[src/rtl/wb_arb_pkg.sv]
// Shared definitions for the Wishbone memory arbiter.
// FSM state encoding and Wishbone cycle-type identifiers.
package wb_arb_pkg;

    typedef logic [0:0] state_t;

    localparam state_t ST_IDLE  = 1'b0;
    localparam state_t ST_GRANT = 1'b1;

    localparam logic [2:0] CTI_CLASSIC = 3'b000;
    localparam logic [2:0] CTI_CONST   = 3'b001;
    localparam logic [2:0] CTI_INC     = 3'b010;
    localparam logic [2:0] CTI_EOB     = 3'b111;

endpackage

[src/rtl/wb_arb_rr_pick.sv]
// Round-robin winner selection: searches upward from last_i+1 (mod N)
// and returns the first requester as a one-hot vector.
module wb_arb_rr_pick #(
    parameter int N  = 2,
    parameter int LW = $clog2(N)
) (
    input  logic [N-1:0]  req_i,
    input  logic [LW-1:0] last_i,
    output logic [N-1:0]  gnt_o
);

    logic [LW-1:0] idx;

    // Walk from farthest to nearest so the nearest requester wins.
    always_comb begin
        gnt_o = '0;
        idx   = '0;
        for (int i = N; i >= 1; i--) begin
            idx = LW'((int'(last_i) + i) % N);
            if (req_i[idx]) begin
                gnt_o      = '0;
                gnt_o[idx] = 1'b1;
            end
        end
    end

endmodule

[src/rtl/wb_mem_arbiter.sv]
// Round-robin arbiter sharing one Wishbone memory slave among NUM_MASTERS.
// Define WB_MEM_ARBITER_WATCHDOG_EN to add the stalled-strobe watchdog.
module wb_mem_arbiter
    import wb_arb_pkg::*;
#(
    parameter int NUM_MASTERS = 2,
    parameter int dw          = 32,
    parameter int aw          = 32,
    parameter int TIMEOUT     = 255
) (
    input  logic                      wb_clk_i,
    input  logic                      wb_rst_i,
    input  logic [NUM_MASTERS*aw-1:0] wbm_adr_i,
    input  logic [NUM_MASTERS*dw-1:0] wbm_dat_i,
    input  logic [NUM_MASTERS*4-1:0]  wbm_sel_i,
    input  logic [NUM_MASTERS-1:0]    wbm_we_i,
    input  logic [NUM_MASTERS-1:0]    wbm_cyc_i,
    input  logic [NUM_MASTERS-1:0]    wbm_stb_i,
    input  logic [NUM_MASTERS*3-1:0]  wbm_cti_i,
    input  logic [NUM_MASTERS*2-1:0]  wbm_bte_i,
    output logic [NUM_MASTERS*dw-1:0] wbm_dat_o,
    output logic [NUM_MASTERS-1:0]    wbm_ack_o,
    output logic [NUM_MASTERS-1:0]    wbm_err_o,
    output logic [NUM_MASTERS-1:0]    wbm_rty_o,
    output logic [aw-1:0]             wbs_adr_o,
    output logic [dw-1:0]             wbs_dat_o,
    output logic [3:0]                wbs_sel_o,
    output logic                      wbs_we_o,
    output logic                      wbs_cyc_o,
    output logic                      wbs_stb_o,
    output logic [2:0]                wbs_cti_o,
    output logic [1:0]                wbs_bte_o,
    input  logic [dw-1:0]             wbs_dat_i,
    input  logic                      wbs_ack_i,
    input  logic                      wbs_err_i,
    input  logic                      wbs_rty_i
);

    localparam int LW = $clog2(NUM_MASTERS);

    state_t                 state_q, state_d;
    logic [NUM_MASTERS-1:0] grant_q, grant_d;
    logic [LW-1:0]          owner_q, owner_d;
    logic [LW-1:0]          last_q, last_d;
    logic [NUM_MASTERS-1:0] pick;
    logic                   granted;
    logic                   timeout;

    wb_arb_rr_pick #(
        .N  (NUM_MASTERS),
        .LW (LW)
    ) u_pick (
        .req_i  (wbm_cyc_i),
        .last_i (last_q),
        .gnt_o  (pick)
    );

    always_comb begin
        state_d = state_q;
        grant_d = grant_q;
        owner_d = owner_q;
        last_d  = last_q;
        case (state_q)
            ST_IDLE: begin
                if (|wbm_cyc_i) begin
                    state_d = ST_GRANT;
                    grant_d = pick;
                    for (int k = 0; k < NUM_MASTERS; k++) begin
                        if (pick[k]) owner_d = LW'(k);
                    end
                end
            end
            ST_GRANT: begin
                if (!wbm_cyc_i[owner_q]) begin
                    state_d = ST_IDLE;
                    grant_d = '0;
                    last_d  = owner_q;
                end
            end
            default: begin
                state_d = ST_IDLE;
                grant_d = '0;
            end
        endcase
    end

    always_ff @(posedge wb_clk_i or posedge wb_rst_i) begin
        if (wb_rst_i) begin
            state_q <= ST_IDLE;
            grant_q <= '0;
            owner_q <= '0;
            last_q  <= LW'(NUM_MASTERS - 1);
        end else begin
            state_q <= state_d;
            grant_q <= grant_d;
            owner_q <= owner_d;
            last_q  <= last_d;
        end
    end

    // Reset gates the outputs directly so they drop in the same cycle.
    assign granted = (state_q == ST_GRANT) && !wb_rst_i;

    always_comb begin
        wbs_adr_o = '0;
        wbs_dat_o = '0;
        wbs_sel_o = '0;
        wbs_we_o  = 1'b0;
        wbs_cyc_o = 1'b0;
        wbs_stb_o = 1'b0;
        wbs_cti_o = '0;
        wbs_bte_o = '0;
        if (granted) begin
            wbs_adr_o = wbm_adr_i[int'(owner_q)*aw +: aw];
            wbs_dat_o = wbm_dat_i[int'(owner_q)*dw +: dw];
            wbs_sel_o = wbm_sel_i[int'(owner_q)*4 +: 4];
            wbs_we_o  = wbm_we_i[owner_q];
            wbs_cyc_o = wbm_cyc_i[owner_q];
            wbs_stb_o = wbm_stb_i[owner_q] & ~timeout;
            wbs_cti_o = wbm_cti_i[int'(owner_q)*3 +: 3];
            wbs_bte_o = wbm_bte_i[int'(owner_q)*2 +: 2];
        end
    end

    assign wbm_dat_o = {NUM_MASTERS{wbs_dat_i}};
    assign wbm_ack_o = grant_q & {NUM_MASTERS{granted & wbs_ack_i}};
    assign wbm_err_o = grant_q & {NUM_MASTERS{granted & (wbs_err_i | timeout)}};
    assign wbm_rty_o = grant_q & {NUM_MASTERS{granted & wbs_rty_i}};

`ifdef WB_MEM_ARBITER_WATCHDOG_EN
    localparam int WW = $clog2(TIMEOUT + 1);

    logic [WW-1:0] wd_q, wd_d;
    logic          slave_resp;

    assign slave_resp = wbs_ack_i | wbs_err_i | wbs_rty_i;
    assign timeout    = granted && (wd_q == WW'(TIMEOUT));

    always_comb begin
        wd_d = wd_q + WW'(1);
        if (timeout || !granted || !wbs_stb_o || slave_resp) wd_d = '0;
    end

    always_ff @(posedge wb_clk_i or posedge wb_rst_i) begin
        if (wb_rst_i) wd_q <= '0;
        else          wd_q <= wd_d;
    end
`else
    logic unused_timeout;

    assign timeout        = 1'b0;
    assign unused_timeout = (TIMEOUT > 0);
`endif

endmodule

[config.mk]
export PLATFORM = sky130hd
export DESIGN_NAME = wb_mem_arbiter
export DESIGN_NICKNAME = d
export VERILOG_FILES = /design/src/rtl/wb_arb_pkg.sv /design/src/rtl/wb_arb_rr_pick.sv /design/src/rtl/wb_mem_arbiter.sv
export SDC_FILE = /design/constraint.sdc
export NUM_CORES = 1
export LEC_CHECK = 0
export ABC_AREA = 0
export BUFFER_PORTS_ARGS = -buffer_cell sky130_fd_sc_hd__buf_4
export CORE_AREA = 2 2 129 131
export CTS_CLUSTER_DIAMETER = 40
export CTS_CLUSTER_SIZE = 40
export DETAILED_ROUTE_END_ITERATION = 16
export DIE_AREA = 0 0 131 133
export REMOVE_ABC_BUFFERS = 1
export SETUP_SLACK_MARGIN = 0.05
export SYNTH_ARGS = -nofsm -noshare
export SYNTH_HDL_FRONTEND = slang
export SYNTH_SLANG_ARGS = --single-unit
export TNS_END_PERCENT = 50
[constraint.sdc]
create_clock -name wb_clk_i -period 1.7 [get_ports wb_clk_i]
set_input_delay 0.34 -clock wb_clk_i [delete_from_list [all_inputs] [get_ports wb_clk_i]]
set_output_delay 0.34 -clock wb_clk_i [all_outputs]
set_load 0.03 [all_outputs]
==> results of run 1 <==
==> power by group <==
group,leakage (nW),switching [W],internal (W)
Combinational,1.96,0.00186,0.00169
Sequential,0.0574,0.0000758,0.000185
Clock,0.0382,0.0000871,0.000312
Total,2.05,0.00203,0.00218
==> how the worst max path moves through the flow <==
stage	end	start
6_report	wbs_cyc_o	owner_q
5_1_grt	wbs_dat_o[9]	owner_q
4_1_cts	wbs_cyc_o	owner_q
3_5_place_dp	wbs_dat_o[24]	owner_q
3_3_place_gp	wbs_adr_o[11]	owner_q
2_1_floorplan	wbs_cyc_o	owner_q
==> worst min-delay path: stages <==
cell                    delay, ns
sky130_fd_sc_hd__buf_4       0.12
sky130_fd_sc_hd__inv_1       0.11
sky130_fd_sc_hd__buf_4       0.16
==> metrics by stage <==
stage / cell area, sq um / cells
detailed placement: 3490 / 651
CTS: 3690 / 660
global placement: 3490 / 651
finish: 3740 / 663
global route: 3740 / 663
floorplan: 1320 / 185
==> final cells by class <==
class	count	area, sq um
fill	1819	12400
timing repair buffer	254	2020
multi-input combinational	178	1230
tap	220	275
sequential	5	131
clock buffer	4	78.8
inverter	2	7.51
==> logic make-up after synthesis <==
| group | share of synthesized area (%) |
|---|---|
| DFF | 6.49 |
| and+or+nand+nor | 19.0 |
| AOI/OAI and AO/OA | 2.89 |
| buffers and inverters | 32.6 |
| muxes | 39.0 |
==> cells in the mapped netlist (2+ instances only) <==
| cell type | n |
|---|---|
| sky130_fd_sc_hd__o21ai_0 | 3 |
| sky130_fd_sc_hd__buf_4 | 71 |
| sky130_fd_sc_hd__buf_6 | 6 |
| sky130_fd_sc_hd__mux2i_1 | 76 |
| sky130_fd_sc_hd__nor2_1 | 78 |
| sky130_fd_sc_hd__nor2b_1 | 2 |
| sky130_fd_sc_hd__clkbuf_1 | 3 |
| sky130_fd_sc_hd__and3_1 | 6 |
| sky130_fd_sc_hd__dfrtp_1 | 4 |
| sky130_fd_sc_hd__nand2_1 | 4 |
| sky130_fd_sc_hd__nand2b_1 | 2 |
| sky130_fd_sc_hd__a21oi_1 | 4 |
==> state kept, by name, indices dropped and copies added (netlist names) <==
name     cells
grant_q      2
last_q       1
owner_q      1
state_q      1
==> per-layer routing <==
layer  track usage [%]  up-vias
met3              9.66        8
met1              14.1     1085
li1                  -     1175
met2              17.6      215
met5              4.71        -
met4              1.24        2
==> what timing repair did <==
item	in CTS	in global routing
pin swaps	1	2
buffers inserted	3	3
resized for setup	12	11
cloned	2	0
setup endpoints to repair	82	79
==> impl_summary.md, run 1 <==
Status
The flow ran to the end, but the final reports show violations. The checks that failed: negative setup slack.

Synth
The number of distinct standard cells referenced by the synthesized netlist is 19. The number of flops mapped to enable cells by yosys is 0. The gate count after technology mapping is 266. The register bit count reported by yosys is 5. The most used flip-flop cell after synthesis is sky130_fd_sc_hd__dfrtp_1. Sorting the synthesized cells by area gives the leading types as sky130_fd_sc_hd__mux2i_1 39%, sky130_fd_sc_hd__buf_4 27%, sky130_fd_sc_hd__nor2_1 15%. The post-synthesis instance area is 1950 sq um. Dividing the synthesized area by the synthesized cell count gives 7.32 sq um. After synthesis, the largest area contributor takes up 39.0% of total cell area. The fraction of synthesis flops using an asynchronous set or reset pin is 100%. The synthesized design spends more area on one cell type than any other, namely sky130_fd_sc_hd__mux2i_1.

Summing the sequential cell areas from Yosys gives 6.49% of the chip area. For this run, the number of Yosys warnings is 0.

Timing
The minimum period implied by the final worst setup slack is 1.81 ns. Derived from the worst setup path, the maximum achievable clock frequency is 552 MHz. Adding up every negative setup slack in the final design gives -3.27 ns. Final hold analysis gives a worst-case slack of 0.180 ns. The number of hold-slack violations in the final timing report is 0. The headroom to the max-slew limit is 82.0%. Between clock sinks in the finished design, the worst skew comes to 0.000194 ns. Setup repair after global routing could not meet its margin everywhere.

The final critical-path setup slack is -0.110 ns. The count of endpoints failing setup in the final report is 61. The number of max-slew violations in the final report is 0. For the pin with the worst max-slew slack, the measured transition is 0.270 ns. The period utilization is 106%.

Global routing
The first global-routing pass estimated 15300 um of wire. The initial antenna violation count is 0. Entering global routing, the biggest net connects 39 pins. The number of global-route vias before repair is 2421. Global routing finished with a remaining overflow of 0.

In the global route stage, overall resource usage came out at 12.1%.

Setup path
Counting cells, the worst reg-to-reg path comes to 6. Traced cell by cell, the critical path runs through buf_4, buf_12, mux2i_2, nor2_1, buf_4. The arrival time at the worst endpoint is 1.47 ns. The highest-delay cell along the critical path is sky130_fd_sc_hd__dfrtp_4. Of all nets on the critical path, the largest fanout is 13. In this run the number of cells on the critical path is 5. Counting both buffers and inverters, the worst setup path holds a total of 3. The startpoint identified for the worst register-to-register timing path is owner_q. The endpoint of the worst-slack reg-to-reg timing path is grant_q[1].

The type of the worst setup path is register to output pin. The largest single stage delay on the critical path is 0.51 ns. The critical path startpoint category is a register. On the critical path the largest part of the delay comes from flip-flops. The kind of capture point of the worst setup path is an output pin.

The register-to-register setup slack is 0.25 ns. For the worst setup path, the data required time is 1.36 ns. Among the stages of the critical path, the cell type that occurs most often is sky130_fd_sc_hd__buf_4.

Die
Measured along the y axis, the die boundary spans 133 um. The top-level I/O count is 335. The overall die area is 17400 sq um. The floorplan has 47 rows. The die is 131 um wide. The starting density of the core is 12.0%. The region available for standard cell placement spans 16200 sq um.

Clocking
Clock tree synthesis inserted a total of 3 buffers. The maximum buffer depth of the clock tree is 2. The CTS tree is done. The clock latency on the worst-skew pair is 0.23 ns. After clock tree synthesis, the clock-pin slew on the worst setup and hold paths is 0.04 ns. The TritonCTS sink count is 5. The tree is rooted in a sky130_fd_sc_hd__clkbuf_16.

The CTS H-tree depth is 1. Hold repair after CTS inserted 0 buffers.

Routing
Once detail routing completed, the nets flagged for antenna violations numbered 0. The total via count after detailed routing is 2485. The pre-antenna-repair detailed-routing pass consisted of 4 iterations. The routed length per placed instance is 17.6 um. Using the TritonRoute via totals, the vias-per-cell ratio works out to 3.75. The highest signal layer in the routed design is met5. The detailed router put a total of 4500 um of wire on met1. The routed design uses 4850 um of met2 wire. Summed over all nets, wire length on met3 after detailed routing comes to 2150 um. The detailed-route wire length is 11600 um.

The DRC violations left is 0. After the first detailed-routing iteration, the DRC count stood at 71.

Power and ir drop
For this design the ratio of total power to cell area is 1120 nW/um^2. The maximum ir drop on the vdd rail is 0.369 mV. The leakage power is 2.05 nW. The design draws 0.00421 W.

Run
Max-cap violations in this run came to 0.

Finish
Cells with a size suffix above 1 make up 61.2% of the layout. The library cells used most frequently in the layout, excluding fill and tap cells, are 242 x sky130_fd_sc_hd__buf_4, 77 x sky130_fd_sc_hd__nor2_1, 68 x sky130_fd_sc_hd__mux2i_1. The most common library cell in the layout ignoring fill and taps is sky130_fd_sc_hd__buf_4. The antenna cell count is 0. The layout net count is 633. The post-layout utilization of the core is 23.2%. From synthesis to final layout, the design area changed by 92.2%.

Placement
The weighted congestion reported at the end of routability-driven placement is 0.876. The number of port buffers is 238. The worst slack at placement is 0.122 ns.

The total half-perimeter wirelength after legalization and detailed placement is 9170 um.

Hold path
The worst min-delay path category is primary input to asynchronous set/reset pin.
Note: power is estimated with default switching activity, not from simulation.
==> inputs of run 2 (changes only) <==
--- a/config.mk
+++ b/config.mk
@@ -7,11 +7,12 @@
 export LEC_CHECK = 0
 export ABC_AREA = 0
 export BUFFER_PORTS_ARGS = -buffer_cell sky130_fd_sc_hd__buf_4
-export CORE_AREA = 2 2 129 131
+export CORE_AREA = 2 2 131 133
+export CTS_BUF_LIST = sky130_fd_sc_hd__clkbuf_4
 export CTS_CLUSTER_DIAMETER = 40
 export CTS_CLUSTER_SIZE = 40
 export DETAILED_ROUTE_END_ITERATION = 16
-export DIE_AREA = 0 0 131 133
+export DIE_AREA = 0 0 133 135
 export REMOVE_ABC_BUFFERS = 1
 export SETUP_SLACK_MARGIN = 0.05
 export SYNTH_ARGS = -nofsm -noshare
==> impl_summary.md, run 2 (synthesis results as in run 1) <==
Setup path
The arrival time at the worst endpoint is 1.48 ns. The critical path startpoint category is a register. The maximum fanout along the worst path is 26. The cell depth of the worst flop-to-flop path is 5. The type of the worst setup path is register to output pin. The worst register-to-register path has a setup slack of 0.42 ns. The startpoint of the most critical register-to-register path is owner_q. The endpoint identified for the worst register-to-register timing path is state_q.

The critical path data required time is 1.36 ns. The worst setup path is captured at an output pin.

Routing
The detailed-router iteration count before antenna repair is 6. The DRC violations left is 0. Dividing the detail-routed wire length by the instance count gives 17.0 um.

The detailed-route wire length is 11300 um. The remaining antenna violation count after routing is 0. Using the TritonRoute via totals, the vias-per-cell ratio works out to 3.81. In this run, the number of DRC markers left after iteration 0 of detailed routing was 67. The final route contains 2532 vias.

Power and ir drop
The part of the total power dissipated in sequential elements is 5.9%. The logic gate share of total power is 90.3%. Across the VDD grid, the largest voltage drop is 0.503 mV. The leakage power is 2.05 nW. The total power density per cell area is 1100 nW/um^2. For this design the total switching power over the nets is 0.00199 W. The internal power consumption is 0.00207 W. The clock network fraction of total power is 3.8%. The switching share of power is 49.1%.

Clocking
The clock root buffer is sky130_fd_sc_hd__clkbuf_4. The clock slew seen by the registers of the worst setup and hold paths is 0.04 ns. The TritonCTS sink count is 5. The longest clock path from root to sink contains 2 buffers.

The clock latency on the worst-skew pair is 0.25 ns. For this design, the CTS-stage hold fixing added 0 buffers. The CTS H-tree depth is 1. The CTS tree is done.

Counting the buffers created by CTS gives 3.

Timing
The minimum period implied by the final worst setup slack is 1.82 ns. At the pin with the least slew margin, the transition time is 0.334 ns. The number of max-slew violations in the final report was 0. The final critical-path setup slack is -0.124 ns. The period utilization is 107%. Setup repair after global routing could not meet its margin everywhere. The count of endpoints failing setup in the final report is 67. Static timing analysis puts the maximum clock frequency at 548 MHz. The headroom to the max-slew limit is 77.8%. The worst setup skew after layout is 0.00440 ns. The number of hold-slack violations in the final timing report is 0.

Placement
The worst slack at placement is 0.0655 ns. The total half-perimeter wirelength after legalization and detailed placement is 9600 um. The number of port buffers is 238. The weighted congestion reported at the end of routability-driven placement is 0.810. The area of placed instances is 3550 sq um.

Finish
0 antenna diodes ended up in the layout. The area growth from synthesis to layout is 89.9%. The library cells used most frequently in the layout, excluding fill and tap cells, are 243 x sky130_fd_sc_hd__buf_4, 77 x sky130_fd_sc_hd__nor2_1, 72 x sky130_fd_sc_hd__mux2i_1. After routing the design area is 3700 sq um. Of the cells placed in the final design, the portion with a size suffix greater than 1 is 60.4%. The layout net count is 635. The register with the most flip-flops is grant_q. Counting the fill cells in the layout gives 1851.

Measured on the finished design, the core utilization comes to 22.5%. The library cell used most frequently in the layout, excluding fill and tap cells, is sky130_fd_sc_hd__buf_4. The flip-flop count of the largest register after layout is 2.

Die
The core region is 16400 sq um. The number of placement rows is 47. The die boundary width is 133 um.

From bottom edge to top edge, the die measures 135 um. The initial utilization of the core area, before any placement, comes to 11.9%. The floorplan step defined a die boundary enclosing 18000 sq um. In this run the count of I/O pins placed on the die edge is 335.

Global routing
The initial antenna violation count is 0. Across every metal layer, demand over resource in global routing totals 11.4%. The number of global-route vias before repair was 2515. Entering global routing, the biggest net connects 45 pins. Summed over all layers, the global routing overflow is 0.

The first global-routing pass estimated 15400 um of wire.

Hold path
The worst min-delay path category is primary input to asynchronous set/reset pin.

Status
The final reports fail on negative setup slack. The flow ran to the end, but the final reports show violations.

Run
The number of max-cap violations is 0.
-- run 2: cell types whose count changed in the layout (fill, tap and decap cells not counted), sizes merged --
| cell | previous run | this run |
|---|---|---|
| clkbuf | 4 | 5 |
| buf | 254 | 255 |
-- run 2: layer usage --
metal	share of wire, %	routed length (um)	up-vias	GRT usage (%)
met1	38	4320	1102	12.8
met4	0.46	52	4	1.25
met5	1.5	173	-	7.22
met2	41	4600	242	15.9
li1	-	-	1176	-
met3	19	2140	8	10.1
-- run 2: through the flow --
stage | setup TNS (ns) | cells | total power, W | hold WS (ns)
final | -4.68 | 665 | 0.00406 | 0.110
after CTS | -5.78 | 664 | 0.00402 | 0.0973
after detailed placement | 0 | 658 | 0.00364 | 0.360
after global routing | -10.42 | 665 | 0.00434 | 0.131
after floorplan | -151.59 | 185 | 0.00190 | 0.126
after global placement | 0 | 658 | 0.00363 | 0.361
-- run 2: critical path: stages (launching register included) --
cell,delay [ns]
sky130_fd_sc_hd__dfrtp_4,0.43
sky130_fd_sc_hd__buf_12,0.21
sky130_fd_sc_hd__mux2i_1,0.31
sky130_fd_sc_hd__nor2_1,0.08
sky130_fd_sc_hd__buf_4,0.17
-- run 2: cell type report --
class / count / area [sq um] / share of cell area (%)
tap: 220 / 275 / 7.44
multi-input combinational: 178 / 1210 / 32.8
inverter: 2 / 7.51 / 0.203
clock buffer: 4 / 30.0 / 0.812
sequential: 5 / 130 / 3.52
timing repair buffer: 256 / 2040 / 55.2
-- run 2: power by group through the flow --
stage / combinational, W / clock [W] / sequential (W)
4_1_cts: 0.00362 / 0.000162 / 0.000238
6_report: 0.00367 / 0.000155 / 0.000239
2_1_floorplan: 0.00145 / 0 / 0.000442
3_5_place_dp: 0.00340 / 0 / 0.000240
5_1_grt: 0.00391 / 0.000174 / 0.000247
3_3_place_gp: 0.00340 / 0 / 0.000237
-- run 2: how the worst max path moves through the flow --
stage / slack [ns] / startpoint / to / depth (start not counted)
after detailed placement: 0.07 / wb_rst_i / wbs_dat_o[15] / 6
after global routing: -0.22 / owner_q / wbs_adr_o[27] / 5
after floorplan: -2.09 / owner_q / wbs_cyc_o / 2
after CTS: -0.14 / owner_q / wbs_dat_o[1] / 4
final: -0.12 / owner_q / wbs_dat_o[1] / 4
after global placement: 0.08 / owner_q / wbs_dat_o[15] / 5
-- run 2: what timing repair did --
item	in CTS	in global routing
buffers inserted	1	0
setup endpoints to repair	78	78
gates resized for setup	11	4
pin swaps	1	3
gates cloned	1	1
==> inputs of run 3 (changes only) <==
--- a/config.mk
+++ b/config.mk
@@ -7,12 +7,15 @@
 export LEC_CHECK = 0
 export ABC_AREA = 0
 export BUFFER_PORTS_ARGS = -buffer_cell sky130_fd_sc_hd__buf_4
+export CELL_PAD_IN_SITES_DETAIL_PLACEMENT = 1
+export CELL_PAD_IN_SITES_GLOBAL_PLACEMENT = 1
 export CORE_AREA = 2 2 131 133
 export CTS_BUF_LIST = sky130_fd_sc_hd__clkbuf_4
 export CTS_CLUSTER_DIAMETER = 40
 export CTS_CLUSTER_SIZE = 40
 export DETAILED_ROUTE_END_ITERATION = 16
 export DIE_AREA = 0 0 133 135
+export PLACE_DENSITY_LB_ADDON = 0.1
 export REMOVE_ABC_BUFFERS = 1
 export SETUP_SLACK_MARGIN = 0.05
 export SYNTH_ARGS = -nofsm -noshare
==> impl_summary.md, run 3 (synthesis results as in run 1) <==
Clocking
Buffers inserted during clock tree synthesis total 3. After clock tree synthesis, the clock-pin slew on the worst setup and hold paths is 0.05 ns. For this design, the CTS-stage hold fixing added 0 buffers. TritonCTS built the clock tree. In this run the clock root is driven by a sky130_fd_sc_hd__clkbuf_4.

The later pin in the worst-skew pair is clocked with a latency of 0.25 ns. Clock tree synthesis found a total of 5 sinks. CTS built an H-tree with a depth of 1. The maximum buffer depth of the clock tree is 2.

Global routing
Entering global routing, the biggest net connects 32 pins. The total congestion overflow is 0. The busiest metal layer after global routing is met2. In the global route stage, met3 resource usage came out at 10.3%. In the global route stage, met2 resource usage came out at 18.6%. The global-route total usage across every layer is 13.0%. The initial antenna violation count is 0. The number of global-route vias before repair is 2734. The met1 capacity usage during global routing is 15.6%. The first global-routing pass estimated 17400 um of wire.

Setup path
The maximum fanout along the worst path is 6. Data on the critical path is required at its endpoint by 1.36 ns. The worst setup path is captured at an output pin. The startpoint of the most critical register-to-register path is owner_q.

STA classifies the critical path startpoint as a register. The arrival time at the worst endpoint is 1.50 ns. The type of the worst setup path is register to output pin. The launch point of the critical path is owner_q.

Die
The top-level I/O count is 335. The core region is 16400 sq um. The number of placement rows is 47. Once the floorplan was initialized, standard cells occupied 11.9% of the core. The die boundary width is 133 um. The die boundary height is 135 um. The die covers 18000 sq um.

Finish
After the last flow step, the layout net total stands at 638. Ranked by flip-flop count, first place goes to grant_q. The share of cells above drive strength 1 is 61.4%. The repair_antennas step left the layout with diodes totalling 0. The most common library cell in the layout ignoring fill and taps is sky130_fd_sc_hd__buf_4. After the flow finishes, the layout carries non-filler instances totaling 668. In the layout the commonest cells are 243 x sky130_fd_sc_hd__buf_4, 77 x sky130_fd_sc_hd__nor2_1, 74 x sky130_fd_sc_hd__mux2i_1. The register with the most flip-flops in the layout has 2 of them. The signed area change from the synthesized netlist to the final layout is 93.1%.

Timing
Clock skew on the completed layout was measured at 0.00304 ns. The headroom to the max-slew limit is 85.6%. The number of max-slew violations in the final report is 0. The period utilization is 108%. The final critical-path setup slack is -0.139 ns. Setup repair after global routing could not meet its margin everywhere.

Setup violations remaining at the end of the flow were counted as 63. On the final layout, the worst hold slack is 0.151 ns. The highest achievable clock rate is 544 MHz. For the pin with the worst max-slew slack, the measured transition is 0.210 ns. Counting I/O delays and the setup requirement, the final critical path takes 1.84 ns. The number of hold-slack violations in the final timing report was 0.

Status
The run finished, with violations left. The final reports fail on negative setup slack.

Routing
After detailed routing, the average wire length per cell comes to 18.8 um. The detailed-router iteration count before antenna repair is 4. The final route contains 2503 vias.

Once detail routing completed, the nets flagged for antenna violations numbered 0. The number of violations reported at the end of detailed-routing iteration 0 is 66. The routed design has 12600 um of wire.

Using the TritonRoute via totals, the vias-per-cell ratio works out to 3.75. The DRC violations left is 0.

Power and ir drop
The analysis attributes to cell leakage a power of 2.06 nW. The switching power is 0.00203 W. Across the VDD grid, the largest voltage drop is 0.279 mV.

Internal power comes to 0.00205 W. Per report_power, the sequential group accounts for 6.5% of the total. For this design the ratio of total power to cell area is 1090 nW/um^2.

The switching share of power is 49.8%. The design draws 0.00409 W. The clock network fraction of total power is 4.0%. Combinational logic is responsible for 89.5% of the overall power.

Placement
The placed instance count is 654. The HPWL after detailed placement is 10500 um. The weighted congestion reported at the end of routability-driven placement is 0.730. During placement, the flow inserted port buffers numbering 238.

Run
The tool flagged a number of max-cap violations equal to 0.

Hold path
The worst min-delay path category is primary input to asynchronous set/reset pin.
## run 3: final timing paths
path                         endpoint  slack [ns]  cells after the start
hold reg to reg                last_q        0.49                      2
hold / removal                owner_q        0.15                      3
setup / recovery            wbs_cyc_o       -0.14                      5
setup reg to reg           grant_q[1]        0.34                      5
max in group asynchronous      last_q        1.35                      3
min in group wb_clk_i         owner_q        0.37                      2
## run 3: area by class of cell
| type | instances | area, sq um |
|---|---|---|
| Inverter | 2 | 12.5 |
| Timing Repair Buffer | 259 | 2080 |
| Fill cell | 1983 | 12600 |
| Sequential cell | 5 | 131 |
| Clock buffer | 4 | 30.0 |
| Multi-Input combinational cell | 178 | 1230 |
| Tap cell | 220 | 275 |
## run 3: routing by layer
layer	up-vias	wire, um
met4	2	49
met5	-	66
met2	206	5370
met3	6	2090
met1	1112	5010
li1	1177	-
## run 3: per-stage QoR
| stage | setup TNS, ns | worst slack, ns | cell area (sq um) | utilization (%) |
|---|---|---|---|---|
| after global placement | 0 | 0.125 | 3560 | 21.7 |
| after global routing | -10.92 | -0.233 | 3760 | 22.9 |
| final | -4.47 | -0.139 | 3760 | 22.9 |
| after floorplan | -151.59 | -2.09 | 1320 | - |
| after detailed placement | 0 | 0.124 | 3560 | 21.7 |
| after CTS | -6.65 | -0.160 | 3660 | 22.3 |
## run 3: critical path: stages, from the launching register on
cell                      delay [ns]
sky130_fd_sc_hd__dfrtp_4        0.53
sky130_fd_sc_hd__buf_4          0.16
sky130_fd_sc_hd__buf_6          0.13
sky130_fd_sc_hd__mux2i_2        0.20
sky130_fd_sc_hd__nor2_1         0.06
sky130_fd_sc_hd__buf_4          0.17
## run 3: power by group through the flow
stage	Combinational [W]	Sequential, W	Clock, W
3_3_place_gp	0.00347	0.000264	0
6_report	0.00366	0.000267	0.000164
5_1_grt	0.00393	0.000281	0.000186
2_1_floorplan	0.00145	0.000442	0
3_5_place_dp	0.00348	0.000268	0
4_1_cts	0.00360	0.000273	0.000173
## run 3: what timing repair did
item	CTS	global route
setup endpoints to repair	82	82
resized for setup	4	17
pin swaps	0	9
gates cloned	1	0
setup buffers	3	6
